$ cat src/rtl/pipeline_hazard_controller_pkg.sv
`default_nettype none
// ============================================================================
// Module  : pipeline_hazard_controller_pkg
// Brief   : TinyCPU architectural constants shared by the hazard controller.
// Revision: 1.0 - initial release
// ============================================================================
package pipeline_hazard_controller_pkg;

    localparam int ARCH_REG_ADDR_W = 5;
    localparam int INSTR_TYPE_W    = 5;

    localparam logic [INSTR_TYPE_W-1:0] INSTR_ALU    = 5'd0;
    localparam logic [INSTR_TYPE_W-1:0] INSTR_LOAD   = 5'd1;
    localparam logic [INSTR_TYPE_W-1:0] INSTR_STORE  = 5'd2;
    localparam logic [INSTR_TYPE_W-1:0] INSTR_BRANCH = 5'd3;
    localparam logic [INSTR_TYPE_W-1:0] INSTR_JUMP   = 5'd4;

    // Bubble inserted by the datapath when ex_bubble is asserted (addi x0,x0,0).
    localparam logic [31:0] NOP_ENCODING = 32'h0000_0013;

    typedef enum logic [1:0] {
        ST_RUN      = 2'd0,
        ST_HAZARD   = 2'd1,
        ST_MEM_WAIT = 2'd2,
        ST_FLUSH    = 2'd3
    } state_e;

endpackage
`default_nettype wire

$ cat src/rtl/pipeline_hazard_controller_scoreboard.sv
`default_nettype none
// ============================================================================
// Module  : hazard_scoreboard
// Brief   : Three-slot (EX/MEM/WB) in-flight destination tracker with
//           combinational source-register match against EX and MEM.
// Revision: 1.0 - initial release
// ============================================================================
module hazard_scoreboard
    import pipeline_hazard_controller_pkg::*;
#(
    parameter int REG_ADDR_W = ARCH_REG_ADDR_W
) (
    input  logic                  clk,
    input  logic                  rst,
    input  logic                  advance,
    input  logic                  push_valid,
    input  logic [REG_ADDR_W-1:0] push_rd,
    input  logic [REG_ADDR_W-1:0] rs1,
    input  logic [REG_ADDR_W-1:0] rs2,
    output logic                  rs1_match,
    output logic                  rs2_match
);

    logic                  ex_valid_q,  ex_valid_d;
    logic                  mem_valid_q, mem_valid_d;
    logic                  wb_valid_q,  wb_valid_d;
    logic [REG_ADDR_W-1:0] ex_rd_q,     ex_rd_d;
    logic [REG_ADDR_W-1:0] mem_rd_q,    mem_rd_d;
    logic [REG_ADDR_W-1:0] wb_rd_q,     wb_rd_d;

    always_comb begin
        ex_valid_d  = ex_valid_q;
        mem_valid_d = mem_valid_q;
        wb_valid_d  = wb_valid_q;
        ex_rd_d     = ex_rd_q;
        mem_rd_d    = mem_rd_q;
        wb_rd_d     = wb_rd_q;
        if (advance) begin
            wb_valid_d  = mem_valid_q;
            wb_rd_d     = mem_rd_q;
            mem_valid_d = ex_valid_q;
            mem_rd_d    = ex_rd_q;
            ex_valid_d  = push_valid & (push_rd != '0);
            ex_rd_d     = push_rd;
        end
    end

    always_ff @(posedge clk or posedge rst) begin
        if (rst) begin
            ex_valid_q  <= 1'b0;
            mem_valid_q <= 1'b0;
            wb_valid_q  <= 1'b0;
            ex_rd_q     <= '0;
            mem_rd_q    <= '0;
            wb_rd_q     <= '0;
        end else begin
            ex_valid_q  <= ex_valid_d;
            mem_valid_q <= mem_valid_d;
            wb_valid_q  <= wb_valid_d;
            ex_rd_q     <= ex_rd_d;
            mem_rd_q    <= mem_rd_d;
            wb_rd_q     <= wb_rd_d;
        end
    end

    // WB writes the register file in the first half-cycle, so only EX and MEM can conflict.
    always_comb begin
        rs1_match = (rs1 != '0) &&
                    ((ex_valid_q && (ex_rd_q == rs1)) || (mem_valid_q && (mem_rd_q == rs1)));
        rs2_match = (rs2 != '0) &&
                    ((ex_valid_q && (ex_rd_q == rs2)) || (mem_valid_q && (mem_rd_q == rs2)));
    end

endmodule
`default_nettype wire

$ cat src/rtl/pipeline_hazard_controller.sv
`default_nettype none
// ============================================================================
// Module  : pipeline_hazard_controller
// Brief   : Stall / bubble / flush / freeze sequencing for the 5-stage TinyCPU.
// Revision: 1.0 - initial release
// ============================================================================
module pipeline_hazard_controller
    import pipeline_hazard_controller_pkg::*;
#(
    parameter int REG_ADDR_W   = ARCH_REG_ADDR_W,
    parameter int FLUSH_CYCLES = 2
) (
    input  logic                    clk,
    input  logic                    rst,
    input  logic                    id_valid,
    input  logic [INSTR_TYPE_W-1:0] id_instr_type,
    input  logic [REG_ADDR_W-1:0]   id_rs1,
    input  logic [REG_ADDR_W-1:0]   id_rs2,
    input  logic                    id_uses_rs1,
    input  logic                    id_uses_rs2,
    input  logic                    id_writes_rd,
    input  logic [REG_ADDR_W-1:0]   id_rd,
    input  logic                    ex_jump_taken,
    input  logic                    mem_busy,
    output logic                    pc_stall,
    output logic                    id_hold,
    output logic                    ex_bubble,
    output logic                    flush,
    output logic                    pipe_freeze,
    output logic [1:0]              state
);

    localparam logic [2:0] C_FLUSH_RELOAD = 3'(FLUSH_CYCLES - 1);

    state_e     state_q, state_d;
    state_e     w_eff_state;
    logic [2:0] flush_cnt_q, flush_cnt_d;

    logic w_rs1_match, w_rs2_match, w_hazard;
    logic w_pc_stall, w_id_hold, w_ex_bubble, w_flush, w_freeze;
    logic w_unused_instr_type;

    assign w_unused_instr_type = ^id_instr_type;

    hazard_scoreboard #(
        .REG_ADDR_W (REG_ADDR_W)
    ) u_scoreboard (
        .clk        (clk),
        .rst        (rst),
        .advance    (~w_freeze),
        .push_valid (id_valid & id_writes_rd & ~w_ex_bubble & ~w_flush),
        .push_rd    (id_rd),
        .rs1        (id_rs1),
        .rs2        (id_rs2),
        .rs1_match  (w_rs1_match),
        .rs2_match  (w_rs2_match)
    );

    assign w_hazard = id_valid & ((id_uses_rs1 & w_rs1_match) | (id_uses_rs2 & w_rs2_match));

    always_comb begin
        state_d     = state_q;
        flush_cnt_d = flush_cnt_q;
        w_pc_stall  = 1'b0;
        w_id_hold   = 1'b0;
        w_ex_bubble = 1'b0;
        w_flush     = 1'b0;
        w_freeze    = 1'b0;

        // The cycle memory completes behaves as the state being resumed.
        w_eff_state = state_q;
        if (state_q == ST_MEM_WAIT) begin
            w_eff_state = (flush_cnt_q != 3'd0) ? ST_FLUSH : ST_RUN;
        end

        if (mem_busy) begin
            w_freeze   = 1'b1;
            w_pc_stall = 1'b1;
            w_id_hold  = 1'b1;
            state_d    = ST_MEM_WAIT;
        end else if (ex_jump_taken) begin
            w_flush     = 1'b1;
            w_ex_bubble = 1'b1;
            flush_cnt_d = C_FLUSH_RELOAD;
            state_d     = (C_FLUSH_RELOAD != 3'd0) ? ST_FLUSH : ST_RUN;
        end else if (w_eff_state == ST_FLUSH) begin
            w_flush     = 1'b1;
            w_ex_bubble = 1'b1;
            flush_cnt_d = (flush_cnt_q != 3'd0) ? flush_cnt_q - 3'd1 : 3'd0;
            state_d     = (flush_cnt_q <= 3'd1) ? ST_RUN : ST_FLUSH;
        end else if (w_hazard) begin
            w_pc_stall  = 1'b1;
            w_id_hold   = 1'b1;
            w_ex_bubble = 1'b1;
            state_d     = ST_HAZARD;
        end else begin
            state_d = ST_RUN;
        end
    end

    always_ff @(posedge clk or posedge rst) begin
        if (rst) begin
            state_q     <= ST_RUN;
            flush_cnt_q <= 3'd0;
        end else begin
            state_q     <= state_d;
            flush_cnt_q <= flush_cnt_d;
        end
    end

    assign pc_stall    = w_pc_stall  & ~rst;
    assign id_hold     = w_id_hold   & ~rst;
    assign ex_bubble   = w_ex_bubble & ~rst;
    assign flush       = w_flush     & ~rst;
    assign pipe_freeze = w_freeze    & ~rst;
    assign state       = state_q;

endmodule
`default_nettype wire

$ cat config.mk
export PLATFORM = sky130hd
export DESIGN_NAME = pipeline_hazard_controller
export DESIGN_NICKNAME = d
export VERILOG_FILES = /design/src/rtl/pipeline_hazard_controller_pkg.sv /design/src/rtl/pipeline_hazard_controller_scoreboard.sv /design/src/rtl/pipeline_hazard_controller.sv
export SDC_FILE = /design/constraint.sdc
export NUM_CORES = 1
export LEC_CHECK = 0
export CAP_MARGIN = 15
export CORE_MARGIN = 5
export CORE_UTILIZATION = 50
export CTS_BUF_LIST = sky130_fd_sc_hd__clkbuf_8
export DETAILED_ROUTE_END_ITERATION = 8
export PLACE_DENSITY = 0.95
export SLEW_MARGIN = 20
export SYNTH_ARGS = -nofsm -noshare
export SYNTH_HDL_FRONTEND = slang
export SYNTH_SLANG_ARGS = --single-unit
$ cat constraint.sdc
create_clock -name clk -period 4.4 [get_ports clk]
set_input_delay 0.66 -clock clk [delete_from_list [all_inputs] [get_ports clk]]
set_output_delay 0.66 -clock clk [all_outputs]
set_load 0.005 [all_outputs]
==> key figures, run 1 <==
Power and ir drop
  – Switching share of total power: 27.8%
  – Cell Pwr Density: 299 mW/mm^2
  – Internal cell power: 0.303 mW
  – Sw Pwr: 0.117 mW
  – P_leak: 0.561 nW
  – Seq pwr share: 45.8%
  – Clock power share: 26.8%
  – Combinational share of power: 27.4%
  – Worst vdd ir: 0.000240 V

Floorplanning
  – Starting Density: 52.8%
  – Boundary Pins: 35
  – Die span in y: 55.8 um
  – Die area: 0.00311 mm^2
  – Core area: 0.00198 mm^2
  – Row cnt: 16
  – Die X: 55.8 um

STA
  – RSZ-0062 raised after global routing: no
  – Slew HR: 56.6%
  – Setup Skew: 0.00286 ns
  – Worst Tran Pin Value: 0.649 ns
  – Min Hold Slack: 0.552 ns
  – Final Hold Viols: 0
  – Post-route setup TNS: 0 ns
  – Slew Viols, Final: 0
  – Setup Viol. Count Final: 0
  – Shortest period the worst path allows: 3.39 ns
  – Max Freq: 295 MHz
  – Final WS setup: 1.01 ns
  – Period utilization: 77.2%

Critical path
  – Worst Path Arrival: 2.73 ns
  – Crit-path slowest cell: clkdlybuf4s50_1
  – Top delay family on crit path: buffers and inverters
  – Worst reg-to-reg setup slack: 2.66 ns
  – Critical path class: in -> out
  – CP bufs+invs: 2
  – Critical-path cell list: clkdlybuf4s50_1 > xnor2_1 > nand4_1 > o22ai_1 > a22oi_4 > a211oi_1 > clkdlybuf4s50_1
  – CP Launch Type: input pin
  – Crit path top cell by count: clkdlybuf4s50_1
  – CP Capture Type: output pin
  – Worst Path Required: 3.74 ns
  – Crit-path max cell delay: 0.56 ns
  – Crit path max fanout: 4

Layout
  – Inserted Diodes: 0
  – Fin util: 70.9%
  – Share of layout cells above drive strength 1: 13.7%
  – Final non-filler cell total: 158
  – Synthesis-to-layout area growth: 34.2%
  – Nets: 162

Clocking
  – Reg clk slew, reported paths: 0.06 ns
  – Latest clock arrival within the worst-skew pair: 0.25 ns
  – CTS Buffer Depth: 2
  – Root buf cell: clkbuf_8
  – CTS tree: built
  – Post-CTS sizing: 0
  – H-tree depth: 1
  – Sinks on Clock Net: 17
  – TritonCTS Buffers: 3
  – Hold-fix buffers at CTS: 0
  – Post-CTS Setup Bufs: 0

Yosys
  – Yosys cell types: 24
  – Post-Synth Simple-Gate Area: 12.1%
  – Syn. warnings: 0
  – Post-synthesis cell area: 0.00105 mm^2
  – Yosys reg bits: 17
  – XOR/XNOR share of the synthesized area: 16.7%
  – Adder-cell share of the synthesized area: 2.39%
  – Syn_area_per_cell: 10.4 um^2
  – Cells after synthesis: 101
  – Compound-cell area share of the yosys netlist: 13.1%
  – Mux contribution to synthesized area: 11.8%
  – Sequential element share of the synthesized area: 40.6%
  – Syn Nets: 131
  – Combinational family with the most area after synthesis: XOR/XNOR gates

Hold path
  – Hold crit path type: reg -> reg

Placed design
  – Detailed Place HPWL: 1960 um
  – GPL Wtd Cong: 0.906
  – Placed insts: 154
  – Setup WS pre-CTS: 1.03 ns
  – I/O Buffers: 29

Global route
  – All-Layer GR Usage: 17.6%
  – Largest net degree at the start of global routing: 18
  – Initial antenna violation count: 0
  – Global route overflow: 0
  – Global-route wire length before repair: 4370 um
  – Vias in the first global route: 935

Route
  – Wire per inst: 15.6 um
  – Antenna Nets Post-Route: 0
  – Drt drc: 0
  – DRT Wirelength: 2470 um
  – Vias: 886
  – First-pass iteration count of the detailed router: 4
  – Vias per cell: 5.61
  – Initial DRC count: 31

Flow run
  – MaxCap Viol Count: 0

Run status
  – Status: completed
-- metal layers --
| metal | up-vias | GRT usage [%] | share of wire (%) |
|---|---|---|---|
| met5 | - | 0 | 0 |
| met4 | 0 | 6.94 | 2.1 |
| met3 | 7 | 5.80 | 8.9 |
| li1 | 421 | - | - |
| met2 | 50 | 28.5 | 49 |
| met1 | 408 | 21.3 | 40 |
-- final cells by class --
type / instances / area [um^2]
Timing Repair Buffer: 30 / 298
Clock buffer: 3 / 41.3
Tap cell: 27 / 33.8
Inverter: 4 / 15.0
Clock inverter: 1 / 3.75
Sequential cell: 17 / 425
Multi-Input combinational cell: 76 / 588
Fill cell: 129 / 577
-- Yosys cell counts --
| cell type | instances | area [um^2] |
|---|---|---|
| or3_1 | 2 | 12.5 |
| xnor2_1 | 20 | 175 |
| or2_2 | 1 | 6.26 |
| nand2_1 | 8 | 30.0 |
| or4_1 | 1 | 7.51 |
| nor2_1 | 7 | 26.3 |
| clkbuf_1 | 3 | 11.3 |
| buf_4 | 1 | 7.51 |
| a211oi_1 | 1 | 7.51 |
| nand2b_1 | 2 | 12.5 |
| mux2_2 | 11 | 124 |
| ha_1 | 2 | 25.0 |
| o41ai_1 | 2 | 17.5 |
| nand4_1 | 4 | 25.0 |
| o22ai_1 | 3 | 18.8 |
| o311a_1 | 2 | 20.0 |
| a21oi_1 | 2 | 10.0 |
| inv_1 | 4 | 15.0 |
| dfrtp_1 | 17 | 425 |
| a22oi_4 | 1 | 21.3 |
| nor2b_1 | 1 | 6.26 |
| a32o_2 | 1 | 11.3 |
| o21ai_0 | 4 | 20.0 |
| o2111a_1 | 1 | 11.3 |
-- logic make-up after synthesis --
logic type                 count (synthesis)
DFF                                       17
adders and majority gates                  2
and+or+nand+nor                           26
xor gates and xnor gates                  20
muxes                                     11
AOI/OAI and AO/OA                         17
buffers and inverters                      8
-- cell usage in the layout (no fill, tap or decap) --
cell	n
clkdlybuf4s50_1	29
xnor2_1	20
dfrtp_1	17
mux2_2	11
nand2_1	8
nor2_1	7
inv_1	5
o21ai_0	4
nand4_1	4
o22ai_1	3
clkbuf_8	3
nand2b_1	2
a21oi_1	2
o41ai_1	2
or3_1	2
o311a_1	2
ha_1	2
or2_2	1
nor2b_1	1
a22oi_4	1
a211oi_1	1
or4_1	1
o2111a_1	1
a32o_2	1
buf_4	1
-- worst register-to-register path, delay by kind of cell, from the launching register on --
family / cells / cell delay (ns)
and+or+nand+nor: 2 / 0.46
DFF: 1 / 0.44
AOI/OAI and AO/OA: 3 / 0.42
adders and majority gates: 1 / 0.21
buffers and inverters: 1 / 0.09
-- power groups by stage --
| stage | combinational, mW | clock (mW) | sequential [mW] |
|---|---|---|---|
| final | 0.115 | 0.113 | 0.193 |
| after global routing | 0.127 | 0.121 | 0.195 |
| after CTS | 0.116 | 0.117 | 0.192 |
| after detailed placement | 0.115 | 0 | 0.195 |
| after global placement | 0.111 | 0 | 0.193 |
| after floorplan | 0.0699 | 0 | 0.191 |
-- sequential cells by signal, indices dropped and copies added (netlist names) --
| name | cells |
|---|---|
| flush_cnt_q | 3 |
| state | 2 |
| u_scoreboard.ex_rd_q | 5 |
| u_scoreboard.ex_valid_q | 1 |
| u_scoreboard.mem_rd_q | 5 |
| u_scoreboard.mem_valid_q | 1 |
-- metrics by stage --
step,cell area (um^2),total power [mW]
floorplan,1050,0.261
global placement,1360,0.304
detailed placement,1360,0.310
CTS,1410,0.425
global route,1410,0.444
finish,1410,0.420
-- final timing paths --
kind	to	cells after the start	start
max reg2reg	flush_cnt_q[1]$_DFFE_PP0P_	7	flush_cnt_q[2]$_DFFE_PP0P_
min in group asynchronous	state[0]$_DFF_PP0_	3	rst
min reg2reg	flush_cnt_q[0]$_DFFE_PP0P_	2	flush_cnt_q[0]$_DFFE_PP0P_
min	flush_cnt_q[0]$_DFFE_PP0P_	2	flush_cnt_q[0]$_DFFE_PP0P_
max	ex_bubble	7	id_rs2[4]
max in group asynchronous	u_scoreboard.ex_rd_q[1]$_DFFE_PP0N_	3	rst
(Power assumes the default switching activity.)
==> run 2: changes to the inputs <==
Settings changed: CORE_UTILIZATION 50 to 47, PLACE_DENSITY 0.95 to 0.92.
Clock period 4.4 ns to 3.4 ns, I/O delays scaled along.
==> run 2 against run 1 <==
Compared with the run above: setup slack worse by 0.70 ns; sequential share of layout area down 0.19 points; critical path depth down 1; non-clock buffer count up 1; sequential cell count unchanged; core utilization down 5.7 points; routed wire length up 3.4%; via count down 0.68%; global-route usage down 0.38 points; register-to-register slack worse by 0.98 ns; power up 30%; first-iteration DRC count down 61%; largest cell class unchanged; highest routed layer unchanged.
==> key figures, run 2 (same netlist as run 1, synthesis figures left out) <==
Power and ir drop
  – Cell Pwr Density: 387 mW/mm^2 (+29%)
  – Pwr Total: 0.547 mW (+30%)
  – Worst vdd ir: 0.000262 V (+9.1%)
  – P_leak: 0.565 nW (+0.86%)

Route
  – DRT Wirelength: 2560 um (+3.4%)
  – First-pass iteration count of the detailed router: 4 (unchanged)
  – Initial DRC count: 12 (-61%)
  – Vias per cell: 5.50 (-1.9%)
  – Antenna Nets Post-Route: 0 (unchanged)
  – Wire per inst: 16.0 um (+2.1%)
  – Vias: 880 (-0.68%)
  – Drt drc: 0 (unchanged)

Critical path
  – FF-to-FF Start: flush_cnt_q[2]$_DFFE_PP0P_
  – Levels on crit path: 6 (-1)
  – Worst Path Arrival: 2.58 ns (-0.15 ns)
  – R2R depth: 6 (-1)
  – Crit-path max cell delay: 0.49 ns (-0.07 ns)
  – CP Launch Type: input pin
  – Top delay family on crit path: buffers and inverters
  – RR Endpoint: flush_cnt_q[1]$_DFFE_PP0P_
  – Worst reg-to-reg setup slack: 1.68 ns (-0.98 ns)
  – CP bufs+invs: 2 (unchanged)
  – Crit-path slowest cell: clkdlybuf4s50_1
  – Critical path class: in -> out
  – Worst Path Required: 2.89 ns (-0.85 ns)
  – Critical-path cell list: clkdlybuf4s50_1 > or3_1 > o311a_1 > a22oi_4 > o22ai_1 > clkdlybuf4s50_1
  – Crit path max fanout: 4 (unchanged)
  – Crit path top cell by count: clkdlybuf4s50_1
  – CP Capture Type: output pin

Clocking
  – CTS tree: built
  – Post-CTS sizing: 0 (unchanged)
  – CTS Buffer Depth: 2 (unchanged)
  – Root buf cell: clkbuf_8
  – Latest clock arrival within the worst-skew pair: 0.25 ns (about the same)
  – Post-CTS Setup Bufs: 0 (unchanged)
  – H-tree depth: 1 (unchanged)
  – TritonCTS Buffers: 3 (unchanged)
  – Hold-fix buffers at CTS: 0 (unchanged)
  – Sinks on Clock Net: 17 (unchanged)
  – Reg clk slew, reported paths: 0.06 ns (about the same)

STA
  – Post-route setup TNS: 0 ns (unchanged)
  – Shortest period the worst path allows: 3.09 ns
  – Worst Tran Pin Value: 0.276 ns (-0.373 ns)
  – Final WS setup: 0.308 ns (-0.697 ns)
  – Min Hold Slack: 0.529 ns (-0.0222 ns)
  – Slew Viols, Final: 0 (unchanged)
  – Slew HR: 81.4% (+25 points)
  – Final Hold Viols: 0 (unchanged)
  – Setup Viol. Count Final: 0 (unchanged)
  – Setup Skew: 0.00204 ns (-0.000825 ns)
  – Max Freq: 323 MHz
  – RSZ-0062 raised after global routing: no
  – Period utilization: 90.9%

Layout
  – Most frequent cells in the layout: 29 x clkdlybuf4s50_1, 20 x xnor2_1, 17 x dfrtp_1
  – Inserted Diodes: 0 (unchanged)
  – # fillers: 189 (+47%)
  – Final non-filler cell total: 160 (+1.3%)
  – Biggest regs: u_scoreboard.ex_rd_q: 5 flops, u_scoreboard.mem_rd_q: 5 flops, flush_cnt_q: 3 flops
  – Fin util: 65.2% (-5.7 points)
  – Share of layout cells above drive strength 1: 14.4% (+0.65 points)
  – Finished Cell Area: 0.00141 mm^2 (+0.62%)
  – Most common cell after layout, fill and taps aside: clkdlybuf4s50_1
  – Nets: 163 (+0.62%)
  – Synthesis-to-layout area growth: 35.0%

Global route
  – Initial antenna violation count: 0 (unchanged)
  – All-Layer GR Usage: 17.2% (-0.38 points)
  – M2 GR Usage: 30.3% (+1.8 points)
  – Largest net degree at the start of global routing: 18 (unchanged)
  – M1 GR Usage: 19.2% (-2.1 points)
  – Global routing's busiest layer: met2
  – Global route overflow: 0 (unchanged)
  – Vias in the first global route: 988 (+5.7%)
  – Global routing usage on met3: 4.52% (-1.3 points)
  – Global-route wire length before repair: 4410 um (+0.80%)

Floorplanning
  – Die span in y: 57.2 um (+2.6%)
  – Die X: 57.2 um (+2.6%)
  – Row cnt: 17 (+1)
  – Boundary Pins: 35 (unchanged)
  – Core area: 0.00217 mm^2 (+9.5%)
  – Die area: 0.00327 mm^2 (+5.2%)
  – Starting Density: 48.3% (-4.6 points)

Placed design
  – Setup WS pre-CTS: 0.320 ns (-0.710 ns)
  – Dpl cell area: 0.00137 mm^2 (+0.64%)
  – I/O Buffers: 29 (unchanged)
  – GPL Wtd Cong: 0.873 (-3.7%)
  – Placed insts: 156 (+1.3%)
  – Detailed Place HPWL: 1990 um (+1.7%)

Hold path
  – Hold crit path type: reg -> reg
  – Worst-case hold path end point: flush_cnt_q[0]$_DFFE_PP0P_
  – Hold depth: 2 (unchanged)
  – Worst hold start: flush_cnt_q[0]$_DFFE_PP0P_

Run status
  – Status: completed

Flow run
  – MaxCap Viol Count: 0 (unchanged)
==> run 2: changes by cell type in the layout (fill, tap and decap cells not counted) <==
cell   previous run  this run
buf_4             1         2
==> run 2: worst max-delay path by stage <==
stage               startpoint   endpoint  slack, ns
floorplan            id_rs2[1]   pc_stall       1.22
global placement     id_rs2[1]   pc_stall       0.36
detailed placement   id_rs2[0]   pc_stall       0.32
CTS                  id_rs2[0]   pc_stall       0.30
global route         id_rs2[0]  ex_bubble       0.20
finish               id_rs2[0]   pc_stall       0.31
==> run 2: final cells by class <==
class / instances / area (um^2) / share of cell area, %
clock inverter: 1 / 3.75 / 0.265
inverter: 4 / 15.0 / 1.06
tap: 28 / 35.0 / 2.48
clock buffer: 3 / 41.3 / 2.92
multi-input combinational: 76 / 588 / 41.6
timing repair buffer: 31 / 305 / 21.6
sequential: 17 / 425 / 30.1
==> run 2: worst min-delay path, delay by kind of cell, from the launching register on <==
family,cells,cell delay (ns)
flops,1,0.38
compound gates,1,0.06
simple gates,1,0.05
==> run 2: report_power, final <==
part           switching (mW)  internal [mW]  total (mW)
clock                  0.0680         0.0802       0.148
combinational          0.0608         0.0890       0.150
sequential             0.0249          0.224       0.249
total                   0.154          0.394       0.547
==> run 2: metal layers <==
layer  routed length (um)  vias to the layer above
met5                    0                        -
met4                   74                        0
met3                  149                        9
met2                 1280                       39
met1                 1050                      414
li1                     -                      418
==> run 3: changes to the inputs <==
Settings changed: ABC_CLOCK_PERIOD_IN_PS set to 2700, CORE_UTILIZATION 47 to 42, PLACE_DENSITY 0.92 to 0.87.
Clock period 3.4 ns to 2.7 ns, I/O delays scaled along.
==> run 3 against run 2 <==
Compared with the run above: critical endpoint unchanged; design area increased by 2.7%; first-iteration DRC count increased by 17%; count of clock-buffer cells in the layout unchanged; cell count increased by 3.8%; largest power group unchanged; sequential power increased by 26%; sequential share of layout area decreased by 0.78 points; via count increased by 0.45%; die area increased by 9.8%.
==> key figures, run 3 (same netlist as run 1, synthesis figures left out) <==
Power and ir drop
  – Worst vdd ir: 0.000363 V (+39%)
  – P_leak: 0.599 nW (+5.9%)
  – Pwr Total: 0.684 mW (+25%)
  – Cell Pwr Density: 471 mW/mm^2 (+22%)

Clocking
  – Root buf cell: clkbuf_8
  – Sinks on Clock Net: 17 (unchanged)
  – TritonCTS Buffers: 3 (unchanged)
  – CTS Buffer Depth: 2 (unchanged)
  – CTS tree: built
  – H-tree depth: 1 (unchanged)
  – Latest clock arrival within the worst-skew pair: 0.25 ns (about the same)
  – Post-CTS sizing: 8 (+8)
  – Reg clk slew, reported paths: 0.06 ns (about the same)
  – Post-CTS Setup Bufs: 0 (unchanged)
  – Hold-fix buffers at CTS: 0 (unchanged)

Floorplanning
  – Die X: 59.9 um (+4.8%)
  – Die area: 0.00359 mm^2 (+9.8%)
  – Starting Density: 43.1% (-5.2 points)
  – Core area: 0.00243 mm^2 (+12%)
  – Row cnt: 18 (+1)
  – Die span in y: 59.9 um (+4.8%)
  – Boundary Pins: 35 (unchanged)

Placed design
  – Setup WS pre-CTS: -0.202 ns (-0.522 ns)
  – Dpl cell area: 0.00140 mm^2 (+2.4%)
  – GPL Wtd Cong: 0.838 (-4.0%)
  – Placed insts: 162 (+3.8%)
  – Detailed Place HPWL: 2080 um (+4.2%)
  – I/O Buffers: 29 (unchanged)

Critical path
  – Worst Path Required: 2.30 ns (-0.59 ns)
  – Crit path max fanout: 3 (-1)
  – Crit-path slowest cell: clkdlybuf4s50_1
  – CP Launch Type: input pin
  – Critical path class: in -> out
  – Critical-path cell list: clkdlybuf4s50_1 > or3_1 > o311a_1 > a22oi_4 > o22ai_1 > dlygate4sd2_1
  – Crit-path max cell delay: 0.47 ns (-0.02 ns)
  – CP Capture Type: output pin
  – Worst Path Arrival: 2.22 ns (-0.36 ns)

Route
  – Vias: 884 (+0.45%)
  – Vias per cell: 5.33 (-3.2%)
  – Wire per inst: 15.3 um (-4.0%)
  – First-pass iteration count of the detailed router: 4 (unchanged)
  – Drt drc: 0 (unchanged)
  – Antenna Nets Post-Route: 0 (unchanged)
  – DRT Wirelength: 2550 um (-0.43%)
  – Initial DRC count: 14 (+2)

STA
  – Worst Tran Pin Value: 0.304 ns (+0.0281 ns)
  – Final Hold Viols: 0 (unchanged)
  – Setup Skew: 0.00149 ns (-0.000544 ns)
  – RSZ-0062 raised after global routing: no
  – Slew HR: 79.5% (-1.9 points)
  – Final WS setup: 0.0799 ns (-0.228 ns)
  – Setup Viol. Count Final: 0 (unchanged)
  – Period utilization: 97.0%
  – Shortest period the worst path allows: 2.62 ns
  – Slew Viols, Final: 0 (unchanged)
  – Max Freq: 382 MHz

Hold path
  – Hold crit path type: reg -> reg

Layout
  – Inserted Diodes: 0 (unchanged)
  – Fin util: 59.7% (-5.5 points)
  – Finished Cell Area: 0.00145 mm^2 (+2.7%)
  – Most frequent cells in the layout: 23 x clkdlybuf4s50_1, 20 x xnor2_1, 17 x dfrtp_1
  – Nets: 167 (+2.5%)
  – Final non-filler cell total: 166 (+3.8%)
  – Synthesis-to-layout area growth: 38.6%
  – Biggest regs: u_scoreboard.ex_rd_q: 5 flops, u_scoreboard.mem_rd_q: 5 flops, flush_cnt_q: 3 flops
  – Most common cell after layout, fill and taps aside: clkdlybuf4s50_1
  – Share of layout cells above drive strength 1: 18.4% (+4.0 points)

Flow run
  – MaxCap Viol Count: 0 (unchanged)

Global route
  – Global-route wire length before repair: 4110 um (-6.9%)
  – Global route overflow: 0 (unchanged)
  – Largest net degree at the start of global routing: 18 (unchanged)
  – Initial antenna violation count: 0 (unchanged)
  – All-Layer GR Usage: 15.4% (-1.8 points)
  – Vias in the first global route: 915 (-7.4%)

Run status
  – Status: completed
==> run 3: changes by cell type in the layout (fill, tap and decap cells not counted), sizes merged <==
cell	change
clkdlybuf4s50	-6
dlygate4sd2	+6
buf	+4
==> run 3: through the flow <==
stage               hold slack [ns]  setup TNS [ns]
floorplan                     0.339               0
global placement              0.506          -0.319
detailed placement            0.545          -0.556
CTS                           0.559               0
global route                  0.586               0
finish                        0.549               0
==> run 3: final timing paths <==
kind | start | to | slack [ns] | depth (start not counted)
worst max-delay path | id_rs1[1] | pc_stall | 0.08 | 6
worst min-delay path | flush_cnt_q[0]$_DFFE_PP0P_ | flush_cnt_q[0]$_DFFE_PP0P_ | 0.55 | 2
worst max register to register | flush_cnt_q[2]$_DFFE_PP0P_ | flush_cnt_q[1]$_DFFE_PP0P_ | 0.97 | 6
worst min register to register | flush_cnt_q[0]$_DFFE_PP0P_ | flush_cnt_q[0]$_DFFE_PP0P_ | 0.55 | 2
max in group asynchronous | rst | u_scoreboard.ex_rd_q[3]$_DFFE_PP0N_ | 1.90 | 3
min in group asynchronous | rst | state[0]$_DFF_PP0_ | 0.61 | 3
==> run 3: layout make-up <==
| cell class | instances | area (um^2) |
|---|---|---|
| fillers | 225 | 981 |
| multi-input cells | 76 | 601 |
| flip-flops and latches | 17 | 425 |
| repair buffers | 35 | 328 |
| clock buffers | 3 | 41.3 |
| well taps | 30 | 37.5 |
| inverters | 4 | 15.0 |
| clock inverters | 1 | 3.75 |
==> run 3: critical path, delay by kind of cell <==
family	cells	cell delay [ns]
buf+inv	2	0.75
simple gates	1	0.40
compound gates	3	0.66
==> run 3: layer usage <==
layer  global-route usage [%]  routed length, um  vias up
met3                     3.24                160        6
met2                     25.8               1250       31
met4                     6.65                 42        0
li1                         -                  -      426
met1                     18.8               1090      421
met5                        0                  0        -
==> run 3: where the power goes <==
part	internal, mW	total, mW	switching, mW
Combinational	0.112	0.190	0.0779
Sequential	0.283	0.313	0.0300
Clock	0.101	0.181	0.0806
